$ cat config.mk
export PLATFORM = sky130hd
export DESIGN_NAME = instr_decode_stage
export DESIGN_NICKNAME = d
export VERILOG_FILES = /design/src/rtl/gpu_isa_pkg.sv /design/src/rtl/instr_field_decode.sv /design/src/rtl/instr_decode_stage.sv
export SDC_FILE = /design/constraint.sdc
export NUM_CORES = 1
export LEC_CHECK = 0
export ABC_AREA = 1
export BUFFER_PORTS_ARGS = -buffer_cell sky130_fd_sc_hd__clkbuf_2
export CORE_MARGIN = 5
export CORE_UTILIZATION = 44
export CTS_BUF_LIST = sky130_fd_sc_hd__clkbuf_4 sky130_fd_sc_hd__clkbuf_8 sky130_fd_sc_hd__clkbuf_16
export CTS_CLUSTER_DIAMETER = 120
export DETAILED_ROUTE_END_ITERATION = 7
export PLACE_DENSITY = 0.69
export SYNTH_ARGS = -nofsm -noshare
export SYNTH_HDL_FRONTEND = slang
export SYNTH_HIERARCHICAL = 1
export SYNTH_SLANG_ARGS = --single-unit
$ cat constraint.sdc
create_clock -name clk -period 4.5 [get_ports clk]
set_clock_uncertainty 0.15 [all_clocks]
set_input_delay 0.675 -clock clk [delete_from_list [all_inputs] [get_ports clk]]
set_output_delay 0.675 -clock clk [all_outputs]
set_load 0.005 [all_outputs]
$ cat src/rtl/gpu_isa_pkg.sv
// Shared ISA definitions: default field widths, opcode map and opcode classes
// used by the decode stage and anything else that needs to interpret opcodes.
package gpu_isa_pkg;

  localparam int OPC_W  = 4;
  localparam int REG_W  = 4;
  localparam int DATA_W = 16;

  // Opcodes are held at a fixed generous width so the map is independent of OPC_W.
  localparam int OPC_MAX_W = 16;

  localparam logic [OPC_MAX_W-1:0] OP_NOP  = 16'h0;
  localparam logic [OPC_MAX_W-1:0] OP_ADD  = 16'h1;
  localparam logic [OPC_MAX_W-1:0] OP_SUB  = 16'h2;
  localparam logic [OPC_MAX_W-1:0] OP_MUL  = 16'h3;
  localparam logic [OPC_MAX_W-1:0] OP_AND  = 16'h4;
  localparam logic [OPC_MAX_W-1:0] OP_OR   = 16'h5;
  localparam logic [OPC_MAX_W-1:0] OP_XOR  = 16'h6;
  localparam logic [OPC_MAX_W-1:0] OP_LDI  = 16'h7;
  localparam logic [OPC_MAX_W-1:0] OP_ADDI = 16'h8;
  localparam logic [OPC_MAX_W-1:0] OP_LD   = 16'h9;
  localparam logic [OPC_MAX_W-1:0] OP_ST   = 16'hA;

  typedef enum logic [2:0] {
    CLS_NOP,
    CLS_REG,
    CLS_IMM_ZX,
    CLS_IMM_SX,
    CLS_STORE,
    CLS_ILLEGAL
  } op_class_e;

  function automatic op_class_e classify_op(input logic [OPC_MAX_W-1:0] op);
    op_class_e cls;
    case (op)
      OP_NOP:                                       cls = CLS_NOP;
      OP_ADD, OP_SUB, OP_MUL, OP_AND, OP_OR, OP_XOR: cls = CLS_REG;
      OP_LDI, OP_LD:                                cls = CLS_IMM_ZX;
      OP_ADDI:                                      cls = CLS_IMM_SX;
      OP_ST:                                        cls = CLS_STORE;
      default:                                      cls = CLS_ILLEGAL;
    endcase
    return cls;
  endfunction

endpackage

$ cat src/rtl/instr_field_decode.sv
// Combinational instruction slicer: positional field extraction, opcode
// classification and immediate extension. Zero latency, no flow control.
module instr_field_decode #(
  parameter int OPC_W   = gpu_isa_pkg::OPC_W,
  parameter int REG_W   = gpu_isa_pkg::REG_W,
  parameter int INSTR_W = OPC_W + 3*REG_W,
  parameter int IMM_W   = 2*REG_W,
  parameter int DATA_W  = gpu_isa_pkg::DATA_W
) (
  input  logic [INSTR_W-1:0] instr,
  output logic [OPC_W-1:0]   opcode,
  output logic [REG_W-1:0]   dest,
  output logic [REG_W-1:0]   src1,
  output logic [REG_W-1:0]   src2,
  output logic [DATA_W-1:0]  imm,
  output logic               is_imm,
  output logic               wr_en,
  output logic               illegal
);
  import gpu_isa_pkg::*;

  op_class_e        cls;
  logic [IMM_W-1:0] imm_raw;

  assign opcode  = instr[INSTR_W-1 -: OPC_W];
  assign dest    = instr[INSTR_W-OPC_W-1 -: REG_W];
  assign src1    = instr[2*REG_W-1 -: REG_W];
  assign src2    = instr[REG_W-1:0];
  assign imm_raw = instr[IMM_W-1:0];
  assign cls     = classify_op(OPC_MAX_W'(opcode));

  always_comb begin
    is_imm  = 1'b0;
    wr_en   = 1'b0;
    illegal = 1'b0;
    imm     = DATA_W'(imm_raw);
    case (cls)
      CLS_REG:    wr_en = 1'b1;
      CLS_IMM_ZX: begin is_imm = 1'b1; wr_en = 1'b1; end
      CLS_IMM_SX: begin
        is_imm = 1'b1;
        wr_en  = 1'b1;
        imm    = DATA_W'($signed(imm_raw));
      end
      CLS_STORE:  is_imm = 1'b1;
      CLS_ILLEGAL: illegal = 1'b1;
      default: ;
    endcase
  end

endmodule

$ cat src/rtl/instr_decode_stage.sv
// Registered decode stage with 2-entry skid buffer: 1-cycle latency, full throughput.
// in_ready is registered (!skid_valid); outputs hold while out_valid && !out_ready.
module instr_decode_stage #(
  parameter int OPC_W   = gpu_isa_pkg::OPC_W,
  parameter int REG_W   = gpu_isa_pkg::REG_W,
  parameter int INSTR_W = OPC_W + 3*REG_W,
  parameter int IMM_W   = 2*REG_W,
  parameter int DATA_W  = gpu_isa_pkg::DATA_W,
  parameter int CNT_W   = 16
) (
  input  logic               clk,
  input  logic               rst,
  input  logic               flush,
  input  logic               in_valid,
  output logic               in_ready,
  input  logic [INSTR_W-1:0] in_instr,
  output logic               out_valid,
  input  logic               out_ready,
  output logic [OPC_W-1:0]   out_opcode,
  output logic [REG_W-1:0]   out_dest,
  output logic [REG_W-1:0]   out_src1,
  output logic [REG_W-1:0]   out_src2,
  output logic [DATA_W-1:0]  out_imm,
  output logic               out_is_imm,
  output logic               out_wr_en,
  output logic               out_illegal,
  output logic [CNT_W-1:0]   illegal_cnt
);
  import gpu_isa_pkg::*;

  typedef struct packed {
    logic [OPC_W-1:0]  opcode;
    logic [REG_W-1:0]  dest;
    logic [REG_W-1:0]  src1;
    logic [REG_W-1:0]  src2;
    logic [DATA_W-1:0] imm;
    logic              is_imm;
    logic              wr_en;
    logic              illegal;
  } dec_t;

  dec_t dec, main_q, skid_q;
  logic main_valid, skid_valid;
  logic accept, xfer;

  instr_field_decode #(
    .OPC_W(OPC_W), .REG_W(REG_W), .INSTR_W(INSTR_W), .IMM_W(IMM_W), .DATA_W(DATA_W)
  ) u_field_decode (
    .instr   (in_instr),
    .opcode  (dec.opcode),
    .dest    (dec.dest),
    .src1    (dec.src1),
    .src2    (dec.src2),
    .imm     (dec.imm),
    .is_imm  (dec.is_imm),
    .wr_en   (dec.wr_en),
    .illegal (dec.illegal)
  );

  assign accept = in_valid && in_ready;
  assign xfer   = main_valid && out_ready;

  always_ff @(posedge clk or posedge rst) begin
    if (rst) begin
      main_valid  <= 1'b0;
      skid_valid  <= 1'b0;
      main_q      <= '0;
      skid_q      <= '0;
      in_ready    <= 1'b1;
      illegal_cnt <= '0;
    end else if (flush) begin
      main_valid <= 1'b0;
      skid_valid <= 1'b0;
      in_ready   <= 1'b1;
    end else begin
      if (xfer) begin
        // Retiring main is refilled from skid first so ordering is preserved.
        if (skid_valid) begin
          main_q     <= skid_q;
          skid_valid <= 1'b0;
          in_ready   <= 1'b1;
        end else if (accept) begin
          main_q <= dec;
        end else begin
          main_valid <= 1'b0;
        end
      end else if (accept) begin
        if (main_valid) begin
          skid_q     <= dec;
          skid_valid <= 1'b1;
          in_ready   <= 1'b0;
        end else begin
          main_q     <= dec;
          main_valid <= 1'b1;
        end
      end
      if (xfer && main_q.illegal && (illegal_cnt != {CNT_W{1'b1}}))
        illegal_cnt <= illegal_cnt + 1'b1;
    end
  end

  assign out_valid   = main_valid;
  assign out_opcode  = main_q.opcode;
  assign out_dest    = main_q.dest;
  assign out_src1    = main_q.src1;
  assign out_src2    = main_q.src2;
  assign out_imm     = main_q.imm;
  assign out_is_imm  = main_q.is_imm;
  assign out_wr_en   = main_q.wr_en;
  assign out_illegal = main_q.illegal;

endmodule

# Word level (Yosys, flattened, before mapping)
# Memory sizes are Yosys's and may differ from the RTL's.
# Cells that the tools add are included.
dict set report op_classes {
  n_eq_ne 10
  multipliers 0
  n_div 0
  muxes 23
  n_reduce_logical 16
  bitwise_logic 2
  n_shift 0
  magnitude_cmp 0
  n_addsub 1
}
# operator count
set op_table {}
lappend op_table {{two-way mux 35 bit} 5}
lappend op_table {{two-way mux 1 bit} 17}
lappend op_table {{adder 16 x 1 -> 16 bit (second input constant)} 1}
lappend op_table {{two-way mux 16 bit} 1}
lappend op_table {{!= test 16 bit (second input constant)} 1}
lappend op_table {{!= test 3 bit (second input constant)} 3}
lappend op_table {{AND reduction 4 bit} 2}
lappend op_table {{== test 3 x 2 -> 1 bit (second input constant)} 2}
lappend op_table {{== test 3 bit (second input constant)} 2}
lappend op_table {{AND reduction 3 bit} 2}
lappend op_table {{nonzero test 3 bit} 2}
lappend op_table {{OR reduction 3 bit} 2}
lappend op_table {{logical AND 1 bit} 4}
lappend op_table {{AND reduction 2 bit} 2}
lappend op_table {{nonzero test 2 bit} 2}
lappend op_table {{== test 3 x 1 -> 1 bit (second input constant)} 1}
lappend op_table {{!= test 2 x 1 -> 1 bit (second input constant)} 1}
lappend op_table {{NOT 1 bit} 2}
dict set report totals {
  ramBits 0
  word_cells 73
  mem_bits_ro 48
  latch_bits 0
  memories 1
  regBits 89
}
# name words word_bits rd rd_ports_with_merged_regs wr line
set mem_list {}
lappend mem_list {{(no name shown)} 16 3 1 0 0 gpu_isa_pkg.sv:35} ;# case (op)

# Depth between registers and ports, before layout
# Gate-level depths: netlist (run 1).
# An unclocked memory read counts as a cell.
dict set report depth {
  word_depth 7
  depth_mapped 12
}

# Modules after synthesis
# The synthesis (run 1) kept the hierarchy.
# module area_per_inst_um2 n_inst seq_area_each_um2 cells_per_inst
set by_module_without_submodules {}
lappend by_module_without_submodules {instr_decode_stage 4080.2 1 2228.4 511}
lappend by_module_without_submodules {instr_field_decode 397.9 1 0.0 63}

# Least setup slack after synthesis (run 1)
# OpenSTA, ideal clock, no wires.
dict set report synth_path {
  path_type {input -> register}
  startpoint {input port in_instr[12]}
  endpoint {register main_q (netlist bit out_imm[15])}
  path_buffers 1
  arrival_ps 1967
  cell_stages 12
  setup_time_ps 77
  required_time_ps 4273
  setup_slack_ps 2306
  cell_sequence {inv_1 > ha_1 > inv_1 > nor2_1 > nand2_1 > nand2_1 > nor2_1 > buf_4 > inv_1 > nand2_1 > o21ai_0 > a21oi_1}
}
# element line
set synth_rtl {}
lappend synth_rtl {{start, declared} instr_decode_stage.sv:16} ;# input logic [INSTR_W-1:0] in_instr,
lappend synth_rtl {{end signal, assigned} instr_decode_stage.sv:79} ;# main_q <= skid_q;
lappend synth_rtl {{end, declared} instr_decode_stage.sv:42} ;# dec_t dec, main_q, skid_q;

# Final worst setup path (run 1)
dict set report layout_path {
  startpoint {input port in_instr[13]}
  endpoint {register main_q (netlist bit out_imm[15])}
}
dict set report layout_between {
  elab_chain_cells 6
}
# element line
set layout_rtl {}
lappend layout_rtl {{memory read (16 x 3 bit) (*)} --}
lappend layout_rtl {{== test 3 x 2 -> 1 bit (*)} instr_field_decode.sv:37} ;# case (cls)
lappend layout_rtl {{two-way mux 16 bit (*)} instr_field_decode.sv:37}
lappend layout_rtl {{two-way mux 35 bit (on tied branches)} {instr_decode_stage.sv:88, instr_decode_stage.sv:82}}
lappend layout_rtl {{two-way mux 35 bit (on tied branches)} {instr_decode_stage.sv:87, instr_decode_stage.sv:78}}
lappend layout_rtl {{two-way mux 35 bit (*)} instr_decode_stage.sv:76} ;# if (xfer) begin
# Every way passes the cells marked *; elsewhere a longest branch is shown, timed or not. The select of a mux whose other input is x is not followed.
# A chain may end at the register's enable or synchronous reset.

==> results of run 1 <==
[placed cells by master (no fill, tap or decap), types with 2 or more instances in the layout]
cell,Yosys,routed
nor2_2,2,2
inv_1,70,69
nand3_2,2,2
clkbuf_2,0,73
o21ai_0,49,49
inv_2,4,4
nor3_1,2,2
nand2_2,1,2
clkbuf_8,0,9
nand4_1,3,3
inv_6,0,2
a21oi_1,58,58
clkinv_2,0,3
dfrtp_1,88,88
nand3_1,24,24
nand2_1,128,127
o211ai_1,2,2
nor2_1,75,75
ha_1,5,5
buf_4,33,2
o21ai_1,2,2
[registers in the layout, indices dropped and copies added, names as in the netlist]
name,count
out_src2,4
out_dest,4
out_valid,1
illegal_cnt,16
out_src1,4
out_imm,16
out_illegal,1
out_wr_en,1
skid_valid,1
out_is_imm,1
out_opcode,4
in_ready,1
skid_q,35
[worst paths after layout]
check                        startpoint  cells after the start     endpoint  slack [ps]
min                           skid_q[1]                      2    skid_q[1]         340
min reg2reg                   skid_q[1]                      2    skid_q[1]         340
min in group asynchronous           rst                      2  out_imm[10]         350
max reg2reg                   out_valid                      6  out_src2[1]        2240
max                        in_instr[13]                     12  out_imm[15]        1930
max in group asynchronous           rst                      3   skid_q[32]        2870
[critical path, stage by stage]
cell,delay [ps]
clkbuf_2,140
inv_1,90
ha_1,270
inv_1,60
nor2_1,50
nand2_1,110
nand2_1,70
nor2_1,720
inv_1,140
nand2_1,100
o21ai_0,100
a21oi_1,180
[cell type report]
| cell class | count | area, um2 |
|---|---|---|
| fillers | 965 | 4990 |
| flip-flops and latches | 89 | 2230 |
| multi-input cells | 357 | 1620 |
| repair buffers | 75 | 380 |
| inverters | 74 | 279 |
| well taps | 133 | 166 |
| clock buffers | 9 | 124 |
| clock inverters | 7 | 76.3 |
[metrics by stage]
step	total power, mW	instances	util	hold WS [ps]
2_1_floorplan	1.32	574	-	298
3_3_place_gp	1.44	728	0.474	311
3_5_place_dp	1.46	728	0.474	318
4_1_cts	2.04	744	0.494	340
5_1_grt	2.14	744	0.494	354
6_report	2.01	744	0.494	336
[metal layers]
layer | GRT usage | up-vias | part of all wire
met3 | 0.0388 | 13 | 0.048
met2 | 0.248 | 69 | 0.44
met5 | 0 | - | 0
met1 | 0.218 | 1633 | 0.49
met4 | 0.0550 | 0 | 0.015
li1 | - | 1821 | -
[kinds of logic after synthesis]
group,share of synthesized area
simple gates,0.212
buf+inv,0.142
compound gates,0.131
flops,0.498
fa+ha+maj,0.0140
xor+xnor,0.00391
[power groups by stage]
stage | registers (mW) | clock network, mW | logic (mW)
final | 1.07 | 0.572 | 0.376
after global routing | 1.09 | 0.618 | 0.437
after CTS | 1.07 | 0.586 | 0.385
after detailed placement | 1.08 | 0 | 0.383
after global placement | 1.08 | 0 | 0.368
after floorplan | 1.07 | 0 | 0.249
==> results.toml, run 1 <==
[die]
start_util = 0.454
die_w_um = 111
fp.dieArea_mm2 = 0.0123
die_y_um = 111
pin_count = 74
core.rowCount = 36
core_area_mm2 = 0.00986

[critical_path]
worst_setup_path_start_kind = "primary input"
critPathCaptureType = "flip-flop"
critPathRequiredTime_ps = 4640
path_class = "in2reg"
path_max_fanout = 15
arrival_ps = 2710

[yosys]
synth_area_leaders = "dfrtp_1 49%, nand2_1 11%, a21oi_1 6.5%"
seq_area_frac_synth = 0.498
yosys_warnings = 6
synth_area_mm2 = 0.00448
synth_edf_count = 0
synth_commonest_cells = "128 x nand2_1, 88 x dfrtp_1, 75 x nor2_1"
synth.most_common_cell = "nand2_1"
syn_inst = 574
ys.flop_type = "dfrtp_1"
ys_ff_latch = 89
synthDistinctLibCells = 25
netlist.area_leader.share = 0.492
async_reset_ff_frac = 1.00
syn_nets = 600
avgSynthCellArea_um2 = 7.80
yosys.area.top_type = "dfrtp_1"

[placement]
dp_hpwl_um = 6580
portBuffers = 73
place.gp.congestion = 0.771
dpl-instance-area_mm2 = 0.00467
pre_cts_ws_ps = 1540

[final_layout]
finalNetCount = 632
area_growth_pct = 8.80
diodes = 0
stdcell_area_mm2 = 0.00487
drive_gt1_frac = 0.172

[global_routing]
grt_antenna_before_repair = 0
globalRouteTotalUtil = 0.159
grt_pass1_wl_um = 16300
grt_max_degree = 71
grt_overflow_total = 0
grt_pass1_vias = 3449

[sta]
fin_setup_tns_ps = 0
max_slew_margin = 0.242
rsz0062_at_grt = "no"
tightest_slew_ps = 1130
setup_viol = 0
fin_ws_ps = 1930
fmax_mhz = 389
hold_violations = 0
report.final.slew_viol_count = 0
finalCritPeriodShare = 0.572
min_period_ps = 2570

[power_and_ir_drop]
swShare = 0.308
combPwrFrac = 0.186
leakagePower_nw = 2.48
pwr-share-clk = 0.284
peakVddDrop_mv = 0.218
intPower_mw = 1.39
seq_power_share = 0.529
powerDensity_mw_per_mm2 = 413
switchingPower_mw = 0.621

[clocking]
postCtsSetupRepairBufs = 0
root_buffer = "clkbuf_8"
htree_levels = 3
cts_resized = 0
clkSlewWorstSetupHoldPaths_ps = 90
cts_hold_buf = 0
cts_made_buffers = 9
cts.sink_count = 89
cts_tree = "yes"
insertion_delay_ps = 360
clockBufferDepth = 2

[detailed_routing]
first_pass_iters = 4
drtIter0Drc = 149
wl_um = 9430
ant_nets = 0
post_drt_via_cell_ratio = 4.75
wl_per_cell_um = 12.7
vias = 3536
drc_errors = 0

[run]
maxCapViolations = 0

[status]
outcome = "complete, no violations"

[hold_path]
hp-class = "reg2reg"
Power figures use the tool's default switching activity.
==> run 2: changes to the inputs <==
Clock period 4.5 ns to 2.6 ns, I/O delays scaled along.
==> run 2 against run 1 <==
Net effect:
- the run now ends with negative hold slack left
- critical path type is now reg2reg
- core utilization up 0.91 points
- routed wire length down 1.5%
- critical path depth down 5
==> results.toml, run 2 (same netlist as run 1, synthesis figures left out) <==
[final_layout]
layout_common_cells = "127 x nand2_1, 88 x dfrtp_1, 75 x nor2_1"
finalNetCount = 638
fillerInstances = 949
largest_register_ffs = 35
layout_commonest_cell = "nand2_1"
final-seq-area_mm2 = 0.00223
multi_input_area_mm2 = 0.00162
stdcell_area_mm2 = 0.00496
diodes = 0
largest_register = "skid_q"
area_growth_pct = 10.8
drive_gt1_frac = 0.180
postLayoutCoreUtil = 0.503

[clocking]
cts_hold_buf = 0
cts.sink_count = 89
clkSlewWorstSetupHoldPaths_ps = 80
htree_levels = 3
cts_resized = 0
cts_made_buffers = 9
clockBufferDepth = 2
cts_tree = "yes"
root_buffer = "clkbuf_8"
insertion_delay_ps = 340
postCtsSetupRepairBufs = 0

[global_routing]
globalRouteTotalUtil = 0.156
grt_antenna_before_repair = 0
grt_pass1_wl_um = 16100
grt_pass1_vias = 3310
grt_overflow_total = 0
grt_max_degree = 71

[critical_path]
critPathRequiredTime_ps = 2670
path_max_fanout = 42
arrival_ps = 1890
worst_setup_path_start_kind = "flip-flop"
path_class = "reg2reg"
critPathCaptureType = "flip-flop"

[die]
pin_count = 74
core_area_mm2 = 0.00986
die_w_um = 111
die_y_um = 111
core.rowCount = 36
fp.dieArea_mm2 = 0.0123
start_util = 0.454

[sta]
finalCritPeriodShare = 0.699
max_slew_margin = 0.522
fmax_mhz = 550
hold_violations = 8
whs_ps = -10.6
setup_viol = 0
fin_setup_tns_ps = 0
min_period_ps = 1820
report.final.slew_viol_count = 0
rsz0062_at_grt = "no"
tightest_slew_ps = 716

[status]
violations = "negative hold slack"
outcome = "finished, violations left"

[detailed_routing]
drtIter0Drc = 243
wl_um = 9290
vias = 3523
ant_nets = 0
drc_errors = 0
wl_per_cell_um = 12.4
first_pass_iters = 5
post_drt_via_cell_ratio = 4.70

[hold_path]
hp-class = "in2async"

[placement]
portBuffers = 73
dp_hpwl_um = 6630
dpl-instance-area_mm2 = 0.00476
place.gp.congestion = 0.800

[power_and_ir_drop]
leakagePower_nw = 2.52
p_total_mw = 3.48
peakVddDrop_mv = 0.329
powerDensity_mw_per_mm2 = 702

[run]
maxCapViolations = 0
[run 2: cell types whose count changed in the layout (fill, tap and decap cells not counted), sizes merged]
cell | previous run | this run
clkinvlp | 1 | 2
clkbuf | 82 | 87
buf | 2 | 8
clkinv | 3 | 0
inv | 76 | 73
[run 2: metal layers]
| metal | GRT usage | wire (um) | vias to the layer above |
|---|---|---|---|
| met5 | 0 | 0 | - |
| met4 | 0.0328 | 72 | 0 |
| met3 | 0.0502 | 509 | 6 |
| met2 | 0.250 | 4300 | 72 |
| met1 | 0.208 | 4410 | 1601 |
| li1 | - | - | 1844 |
[run 2: area by class of cell]
type	count	area share
flip-flops and latches	89	0.449
multi-input cells	357	0.326
repair buffers	81	0.0933
inverters	74	0.0567
clock buffers	14	0.0338
clock inverters	2	0.00756
well taps	133	0.0335
[run 2: report_power, final]
| part | internal [mW] | total, mW | switching [mW] |
|---|---|---|---|
| sequential | 1.69 | 1.84 | 0.151 |
| combinational | 0.278 | 0.663 | 0.385 |
| clock | 0.515 | 0.982 | 0.467 |
| total | 2.48 | 3.48 | 1.00 |
[run 2: metrics by stage]
step / std cells / setup slack (ps)
after floorplan: 574 / 691
after detailed placement: 734 / 559
after CTS: 750 / 811
after global placement: 734 / 624
final: 750 / 782
after global routing: 750 / 620
[run 2: path summary, 6_finish.rpt]
| path | slack (ps) | endpoint | depth (start not counted) | from |
|---|---|---|---|---|
| min in group clk | 150 | skid_q[27] | 3 | in_instr[8] |
| worst max register to register | 780 | out_src2[2] | 7 | out_valid |
| max in group asynchronous | 1720 | skid_q[32] | 3 | rst |
| worst max-delay path | 780 | out_src2[2] | 7 | out_valid |
| worst min-delay path | -10 | out_valid | 2 | rst |
| worst min register to register | 340 | skid_q[2] | 2 | skid_q[2] |
[run 2: critical path, cell delays in order (launching register included)]
cell and delay [ps]:
dfrtp_1 430, nand2_1 160, inv_2 80, nand2_2 70, buf_4 350, nor2_1 70, a21oi_1 250, a21oi_1 120
==> run 3: changes to the inputs <==
Clock period 2.6 ns to 1.75 ns, I/O delays scaled along.
==> run 3 against run 2 <==
Net effect:
- the run now ends clean
- power grew 56%
- final area up 6.9%
- combinational power up 76%
- first-iteration DRC count shrank 12%
- final cell count is 2.7% higher
- critical path type unchanged
- critical endpoint is now out_imm[15]
- largest cell class unchanged
==> results.toml, run 3 (same netlist as run 1, synthesis figures left out) <==
[clocking]
cts_tree = "yes"
root_buffer = "clkbuf_8"
cts.sink_count = 89
clockBufferDepth = 2
htree_levels = 3
clkSlewWorstSetupHoldPaths_ps = 90
insertion_delay_ps = 350
cts_made_buffers = 9

[final_layout]
largest_register_ffs = 35
final-seq-area_mm2 = 0.00223
post_layout_nonfiller_instances = 770
layout_common_cells = "125 x nand2_1, 86 x dfrtp_1, 73 x clkbuf_2"
drive_gt1_frac = 0.217
multi_input_area_mm2 = 0.00165
finalNetCount = 659
diodes = 0
largest_register = "skid_q"
fillerInstances = 916
area_growth_pct = 18.5
layout_commonest_cell = "nand2_1"

[sta]
min_period_ps = 1680
tightest_slew_ps = 346
report.final.slew_viol_count = 0
fmax_mhz = 594
max_slew_margin = 0.769
setup_viol = 0
hold_violations = 0
fin_setup_tns_ps = 0
finalCritPeriodShare = 0.962

[status]
outcome = "complete, no violations"

[hold_path]
hp-class = "in2reg"

[die]
start_util = 0.454
core_area_mm2 = 0.00986
die_w_um = 111
die_y_um = 111
fp.dieArea_mm2 = 0.0123
core.rowCount = 36
pin_count = 74

[run]
maxCapViolations = 0

[global_routing]
grt_pass1_wl_um = 16900
grt_max_degree = 71
grt_antenna_before_repair = 0
grt_pass1_vias = 3611
grt_overflow_total = 0
globalRouteTotalUtil = 0.166

[critical_path]
critPathRequiredTime_ps = 1880
path_cells = "nand2_2 > inv_2 > nand3_2 > a21oi_4 > buf_12 > clkbuf_16 > nor2_1 > a21oi_1"
slowest_stage = "dfrtp_1"
slowest_delay_ps = 440
reg2reg_setup_slack_ps = 70
worst_setup_path_start_kind = "flip-flop"
critPathCaptureType = "flip-flop"
path_max_fanout = 17
path_class = "reg2reg"
cp_num_buf_inv = 3
arrival_ps = 1810
critPathTopFamily = "buffers and inverters"

[detailed_routing]
wl_per_cell_um = 14.1
drc_errors = 0
ant_nets = 0
vias = 3773
post_drt_via_cell_ratio = 4.90
first_pass_iters = 5
wl_um = 10900
drtIter0Drc = 215

[placement]
portBuffers = 73
place.gp.congestion = 0.819
dp_hpwl_um = 6870
placed_cells = 745

[power_and_ir_drop]
leakagePower_nw = 2.68
peakVddDrop_mv = 0.452
p_total_mw = 5.44
powerDensity_mw_per_mm2 = 1030
-- run 3: per-layer routing --
layer / GRT usage / part of all wire / vias up
li1: - / - / 1885
met1: 0.221 / 0.43 / 1769
met2: 0.259 / 0.48 / 111
met3: 0.0469 / 0.080 / 8
met4: 0.0575 / 0.012 / 0
met5: 0 / 0 / -
-- run 3: final timing paths --
kind                             start        endpoint  cells after the start
setup / recovery             out_valid     out_imm[15]                      8
hold / removal             in_instr[2]       skid_q[5]                      3
setup reg to reg             out_valid     out_imm[15]                      8
hold reg to reg              skid_q[1]       skid_q[1]                      2
max in group asynchronous          rst   out_opcode[2]                      4
min in group asynchronous          rst  illegal_cnt[1]                      3
-- run 3: layout make-up --
| type | count | area share |
|---|---|---|
| Timing Repair Buffer | 102 | 0.145 |
| Multi-Input combinational cell | 357 | 0.311 |
| Tap cell | 133 | 0.0314 |
| Sequential cell | 89 | 0.420 |
| Clock buffer | 10 | 0.0248 |
| Inverter | 74 | 0.0531 |
| Clock inverter | 5 | 0.0153 |
-- run 3: tightest hold or removal path, delay by kind of cell --
kind / cells / cell delay [ps]
compound gates: 1 / 60
buf+inv: 1 / 120
simple gates: 1 / 50
-- run 3: metrics by stage --
stage | hold WS (ps) | util | setup slack [ps] | instance area (um2)
5_1_grt | 32.9 | 0.538 | -48.0 | 5310
3_5_place_dp | 90.6 | 0.495 | -71.7 | 4880
6_report | 10.5 | 0.538 | 66.9 | 5310
3_3_place_gp | 88.6 | 0.495 | 31.2 | 4880
4_1_cts | 0.385 | 0.518 | 56.9 | 5110
2_1_floorplan | 275 | - | 17.8 | 4480
-- run 3: power breakdown --
group          total [mW]  internal (mW)  leakage [nW]  switching [mW]
clock network        1.55          0.813         0.106           0.732
logic                1.17          0.520          1.49           0.653
registers            2.72           2.51          1.08           0.216
-- run 3: repair_timing --
| action | 4_1_cts | 5_1_grt |
|---|---|---|
| hold endpoints to repair | 12 | 0 |
| resized for setup | 0 | 11 |
| setup endpoints to repair | 0 | 51 |
| buffers inserted | 0 | 2 |
| hold buffers | 2 | 0 |
